**src/rtl/vga_pattern_gen.sv**
```systemverilog
// VGA timing generator with four selectable test patterns.
// All video outputs are registered from the pixel counters (one clock of latency).
module vga_pattern_gen #(
   parameter int unsigned H_ACTIVE = 640,
   parameter int unsigned H_FP     = 16,
   parameter int unsigned H_SYNC   = 96,
   parameter int unsigned H_BP     = 48,
   parameter int unsigned V_ACTIVE = 480,
   parameter int unsigned V_FP     = 10,
   parameter int unsigned V_SYNC   = 2,
   parameter int unsigned V_BP     = 33,
   parameter bit          HS_POL   = 1'b0,
   parameter bit          VS_POL   = 1'b0,
   parameter int unsigned R_W      = 5,
   parameter int unsigned G_W      = 6,
   parameter int unsigned B_W      = 5,
   parameter int unsigned CHK_LOG2 = 5,
   localparam int unsigned RGB_W   = R_W + G_W + B_W
) (
   input  logic             clk,
   input  logic             rst_n,
   input  logic [1:0]       mode,
   input  logic [RGB_W-1:0] solid_color,
   output logic             vga_clk,
   output logic             vga_hys,
   output logic             vga_vys,
   output logic [RGB_W-1:0] vga_rgb,
   output logic             vga_nblank,
   output logic             frame_start
);

   localparam int unsigned H_TOTAL = H_ACTIVE + H_FP + H_SYNC + H_BP;
   localparam int unsigned V_TOTAL = V_ACTIVE + V_FP + V_SYNC + V_BP;
   localparam int unsigned XW      = $clog2(H_TOTAL);
   localparam int unsigned YW      = $clog2(V_TOTAL);
   // Counters are widened if needed so the checker bit always exists.
   localparam int unsigned HW      = (XW > CHK_LOG2) ? XW : CHK_LOG2 + 1;
   localparam int unsigned VW      = (YW > CHK_LOG2) ? YW : CHK_LOG2 + 1;
   localparam int unsigned BW      = (H_ACTIVE / 8 > 0) ? H_ACTIVE / 8 : 1;

   localparam logic [HW-1:0] H_LAST = HW'(H_TOTAL - 1);
   localparam logic [HW-1:0] H_ACT  = HW'(H_ACTIVE);
   localparam logic [HW-1:0] HS_BEG = HW'(H_ACTIVE + H_FP);
   localparam logic [HW-1:0] HS_END = HW'(H_ACTIVE + H_FP + H_SYNC);
   localparam logic [HW-1:0] BAR_W  = HW'(BW);
   localparam logic [VW-1:0] V_LAST = VW'(V_TOTAL - 1);
   localparam logic [VW-1:0] V_ACT  = VW'(V_ACTIVE);
   localparam logic [VW-1:0] VS_BEG = VW'(V_ACTIVE + V_FP);
   localparam logic [VW-1:0] VS_END = VW'(V_ACTIVE + V_FP + V_SYNC);

   logic [HW-1:0]    h_cnt_q, h_cnt_d;
   logic [VW-1:0]    v_cnt_q, v_cnt_d;
   logic [1:0]       mode_q;
   logic [RGB_W-1:0] color_q;
   logic             hys_q, vys_q, nblank_q, fs_q;
   logic [RGB_W-1:0] rgb_q;

   logic             h_last, v_last, active, hs_on, vs_on;
   logic [HW-1:0]    bar_idx;
   logic [2:0]       bar;
   logic [RGB_W-1:0] pix;

   assign h_last = (h_cnt_q == H_LAST);
   assign v_last = (v_cnt_q == V_LAST);
   assign active = (h_cnt_q < H_ACT) && (v_cnt_q < V_ACT);
   assign hs_on  = (h_cnt_q >= HS_BEG) && (h_cnt_q < HS_END);
   assign vs_on  = (v_cnt_q >= VS_BEG) && (v_cnt_q < VS_END);

   always_comb begin
      h_cnt_d = h_last ? '0 : h_cnt_q + HW'(1);
      v_cnt_d = v_cnt_q;
      if (h_last) begin
         v_cnt_d = v_last ? '0 : v_cnt_q + VW'(1);
      end
   end

   // Bar colours follow the inverted bar index bits: G = ~b2, R = ~b1, B = ~b0.
   always_comb begin
      bar_idx = h_cnt_q / BAR_W;
      bar     = (bar_idx > HW'(7)) ? 3'd7 : bar_idx[2:0];
      pix     = '0;
      case (mode_q)
         2'd0:    pix = {{R_W{~bar[1]}}, {G_W{~bar[2]}}, {B_W{~bar[0]}}};
         2'd1:    pix = {RGB_W{h_cnt_q[CHK_LOG2] ^ v_cnt_q[CHK_LOG2]}};
         // Top channel-width bits of the XW-bit x, zero-padded below if x is narrower.
         2'd2:    pix = {R_W'({h_cnt_q[XW-1:0], {R_W{1'b0}}} >> XW),
                         G_W'({h_cnt_q[XW-1:0], {G_W{1'b0}}} >> XW),
                         B_W'({h_cnt_q[XW-1:0], {B_W{1'b0}}} >> XW)};
         default: pix = color_q;
      endcase
   end

   always_ff @(posedge clk or negedge rst_n) begin
      if (!rst_n) begin
         h_cnt_q  <= '0;
         v_cnt_q  <= '0;
         mode_q   <= '0;
         color_q  <= '0;
         hys_q    <= ~HS_POL;
         vys_q    <= ~VS_POL;
         rgb_q    <= '0;
         nblank_q <= 1'b0;
         fs_q     <= 1'b0;
      end else begin
         h_cnt_q  <= h_cnt_d;
         v_cnt_q  <= v_cnt_d;
         // Pattern selection only changes on the frame boundary so a frame never tears.
         if (h_last && v_last) begin
            mode_q  <= mode;
            color_q <= solid_color;
         end
         hys_q    <= hs_on ? HS_POL : ~HS_POL;
         vys_q    <= vs_on ? VS_POL : ~VS_POL;
         rgb_q    <= active ? pix : '0;
         nblank_q <= active;
         fs_q     <= (h_cnt_q == '0) && (v_cnt_q == '0);
      end
   end

   assign vga_clk     = ~clk;
   assign vga_hys     = hys_q;
   assign vga_vys     = vys_q;
   assign vga_rgb     = rgb_q;
   assign vga_nblank  = nblank_q;
   assign frame_start = fs_q;

endmodule

```
**config.mk**
```make
export PLATFORM = sky130hd
export DESIGN_NAME = vga_pattern_gen
export DESIGN_NICKNAME = d
export VERILOG_FILES = /design/src/rtl/vga_pattern_gen.sv
export SDC_FILE = /design/constraint.sdc
export NUM_CORES = 1
export LEC_CHECK = 0
export ABC_AREA = 0
export ABC_CLOCK_PERIOD_IN_PS = 5000
export BUFFER_PORTS_ARGS = -buffer_cell sky130_fd_sc_hd__clkbuf_2
export CAP_MARGIN = 20
export CORE_UTILIZATION = 45
export CTS_CLUSTER_DIAMETER = 30
export DETAILED_ROUTE_END_ITERATION = 7
export GPL_ROUTABILITY_DRIVEN = 0
export GPL_TIMING_DRIVEN = 0
export MAX_ROUTING_LAYER = met4
export PLACE_DENSITY_LB_ADDON = 0.3
export SETUP_SLACK_MARGIN = 0.15
export SYNTH_ARGS = -nofsm -noshare
export SYNTH_HDL_FRONTEND = slang
export SYNTH_SLANG_ARGS = --single-unit
```
**constraint.sdc**
```tcl
create_clock -name clk -period 5 [get_ports clk]
set_input_delay 1.25 -clock clk [delete_from_list [all_inputs] [get_ports clk]]
set_output_delay 1.25 -clock clk [all_outputs]
set_load 0.01 [all_outputs]
```
# After elaboration in Yosys (flattened, before gate mapping)
# Cells that the tools add are included.
[totals]
ff_bits = 58
in_bits = 20
wordCells = 43
out_inout_bits = 21
[classes]
addsub = 2
n_bitwise = 5
n_mux = 7
n_lt_le_gt_ge = 7
div_mod_pow = 1
n_reduce_logical = 8
n_eq_ne = 4
[op_table]
columns = ["cell", "n"]
rows = [
  ["$pmux W16 S3", 1],
  ["$add A10 B1 Y10 const B", 2],
  ["$eq A10 B10 Y1 const B", 2],
  ["$logic_not A10 Y1", 2],
  ["$lt A10 B10 Y1 const B", 2],
  ["$lt A10 B9 Y1 const B", 2],
  ["$mux W10", 2],
  ["$mux W16", 1],
  ["$div A10 B7 Y10 const B", 1],
  ["$ge A10 B10 Y1 const B", 1],
  ["$ge A10 B9 Y1 const B", 1],
  ["$gt A10 B3 Y1 const B", 1],
  ["$logic_and A1 B1 Y1", 5],
  ["$not A1 Y1", 4],
  ["$mux W3", 1],
  ["$eq A2 B1 Y1 const B", 1],
  ["$eq A2 B2 Y1 const B", 1],
  ["$logic_not A2 Y1", 1],
  ["$mux W1", 2],
  ["$xor A1 B1 Y1", 1],
]

# Depth between registers and ports, before layout
[logic_depth]
ltp_word = 6
depth_mapped = 7
depth_no_buf = 5

==> flow_summary.json <==
{
  "drv_slew": 0,
  "power.density_nw_per_um2": 272,
  "dr.first_iter.drc_count": 234,
  "clk_pin_slew_ns": 0.07,
  "crit_slowest_cell": "clkbuf_8",
  "post_cts_buffers": 0,
  "yosysUniqueCellTypes": 51,
  "placed_area_um2": 3290,
  "outcome": "finished, final reports clean",
  "diodes": 0,
  "grt_pass1_vias": 2075,
  "routed_via_density": 5.69,
  "cpMostUsedCell": "clkbuf_8",
  "nNetsFinal": 331,
  "post_synth.cell_area_avg_um2": 11.7,
  "die_area_um2": 6980,
  "io_pins": 41,
  "grt_max_degree": 59,
  "setup_tns_ns": 0,
  "synthDominantCellAreaShare_pct": 46.8,
  "hold_violations": 0,
  "stdcell_area_um2": 3510,
  "synthArstFlopShare_pct": 100,
  "cp-end-kind": "output pin",
  "final_common_cell": "dfrtp_1",
  "dr.pass1.iters": 4,
  "ys_ff_latch": 58,
  "grt_overflow": 0,
  "clockBufferDepth": 2,
  "cts_tree": "yes",
  "drc_errors": 0,
  "cts-resized-gates": 0,
  "synthesis.area_um2": 2990,
  "path_max_fanout": 10,
  "portBuffers": 40,
  "area_delta_synth_final_pct": 17.2,
  "layout-drive-gt1-share_pct": 29.5,
  "mostFrequentLayoutCells": "dfrtp_1, clkbuf_2, o21ai_0",
  "cts_root_buffer": "clkbuf_8",
  "placed_cells": 373,
  "ys.flop_type": "dfrtp_1",
  "globalRouteTotalUtil_pct": 20.3,
  "ctsHoldBuffers": 0,
  "core_um2": 6390,
  "holdWs_ns": 0.498,
  "clk_latency_ns": 0.33,
  "worstHoldPathType": "reg -> reg",
  "vias": 2213,
  "antenna_found_initial": 0,
  "maxSlewHeadroom_pct": 48.8,
  "dieWidth_um": 83.5,
  "p_leak_nw": 1.58,
  "fin_cells": 389,
  "critPathMaxStageDelay_ns": 0.16,
  "synth-edff-count": 0,
  "drv_cap": 0,
  "cp.arrival_ns": 2.99,
  "cts-htree-levels": 3,
  "netlist_instances": 256,
  "rows": 29,
  "yosysSeqAreaShare_pct": 48.6,
  "worst_setup_path_start_kind": "clock port",
  "vdd_drop_max_mv": 0.220,
  "path_cells": "clkbuf_8 > clkbuf_8 > inv_1 > clkbuf_2",
  "synth_top_cell_by_area": "dfrtp_1",
  "fillers": 559,
  "wire_per_inst_um": 16.1,
  "ant_nets": 0,
  "synth_fp_nets": 280,
  "finalSetupViolations": 0,
  "critPathKind": "clk -> out",
  "rsz0062_at_grt": "false",
  "wl_um": 6260,
  "p_total_mw": 0.955,
  "place_hpwl_um": 4310,
  "critPathRequiredTime_ns": 3.75,
  "die_h_um": 83.5,
  "grt_first_pass_wirelength_um": 10500,
  "initial_utilization_pct": 46.8,
  "cts_made_buffers": 9,
  "worst_slew_pin_slew_ns": 0.769,
  "ys_top_cells_by_area": "dfrtp_1, mux2_4, o21ai_0",
  "synth_warnings": 0,
  "fin_worst_skew_ns": 0.00434
}
worst paths after layout:
check	slack [ns]	from	to	cells after the start
max	0.76	clk	vga_clk	4
min	0.50	h_cnt_q[0]	h_cnt_q[0]	1
min reg2reg	0.50	h_cnt_q[0]	h_cnt_q[0]	1
max reg2reg	2.86	h_cnt_q[7]	vga_rgb[3]	6
max in group asynchronous	3.49	rst_n	h_cnt_q[7]	1
min in group asynchronous	1.01	rst_n	vga_nblank	1
flip-flops by register name (all words and copies together), names as in the netlist:
name,cells
frame_start,1
vga_vys,1
vga_nblank,1
mode_q,2
h_cnt_q,10
v_cnt_q,10
vga_rgb,16
vga_hys,1
color_q,16
cell usage after synthesis (6+ instances only):
| cell type | n |
|---|---|
| dfrtp_1 | 56 |
| o21ai_0 | 21 |
| mux2_4 | 17 |
| nand3_1 | 12 |
| inv_1 | 11 |
| xnor2_1 | 10 |
| nor2_1 | 9 |
| o221a_1 | 9 |
| a31oi_1 | 7 |
| clkbuf_1 | 7 |
| nor4_1 | 7 |
| and3_1 | 6 |
| nor3_1 | 6 |
metrics by stage:
step	setup slack, ns	util (%)
after floorplan	1.18	-
after global placement	1.11	51.5
after detailed placement	1.11	51.5
after CTS	0.744	54.9
after global routing	0.734	54.9
final	0.759	54.9
metal layers:
metal | routed length (µm) | track usage (%) | vias to the layer above
met5 | 0 | - | -
met4 | 146 | 10.9 | 0
met3 | 218 | 3.76 | 11
met2 | 2700 | 25.9 | 51
met1 | 3200 | 30.3 | 1092
li1 | - | - | 1059
power breakdown:
| part | switching (mW) | internal (mW) |
|---|---|---|
| sequential | 0 | 0.469 |
| clock | 0.198 | 0.272 |
| combinational | 0.0107 | 0.00568 |
layout make-up:
cell class	instances	area (µm²)	area share [%]
inverters	10	37.5	1.07
plain buffers	18	121	3.46
clock inverters	4	18.8	0.535
multi-input cells	169	1380	39.2
flip-flops and latches	58	1450	41.5
well taps	77	96.3	2.75
clock buffers	14	206	5.89
repair buffers	39	198	5.64
critical path, delay by kind of cell:
family   cells  cell delay [ns]
buf+inv      4             0.49
cells by family (layout without fill, tap and decap cells):
| logic type | Yosys count | in the layout | synth area share [%] |
|---|---|---|---|
| buf+inv | 29 | 85 | 5.44 |
| fa+ha+maj | 4 | 4 | 1.67 |
| compound gates | 57 | 57 | 14.8 |
| flops | 58 | 58 | 48.6 |
| xor+xnor | 14 | 14 | 4.10 |
| mux | 20 | 20 | 9.58 |
| simple gates | 74 | 74 | 15.9 |
Power figures use the tool's default switching activity.
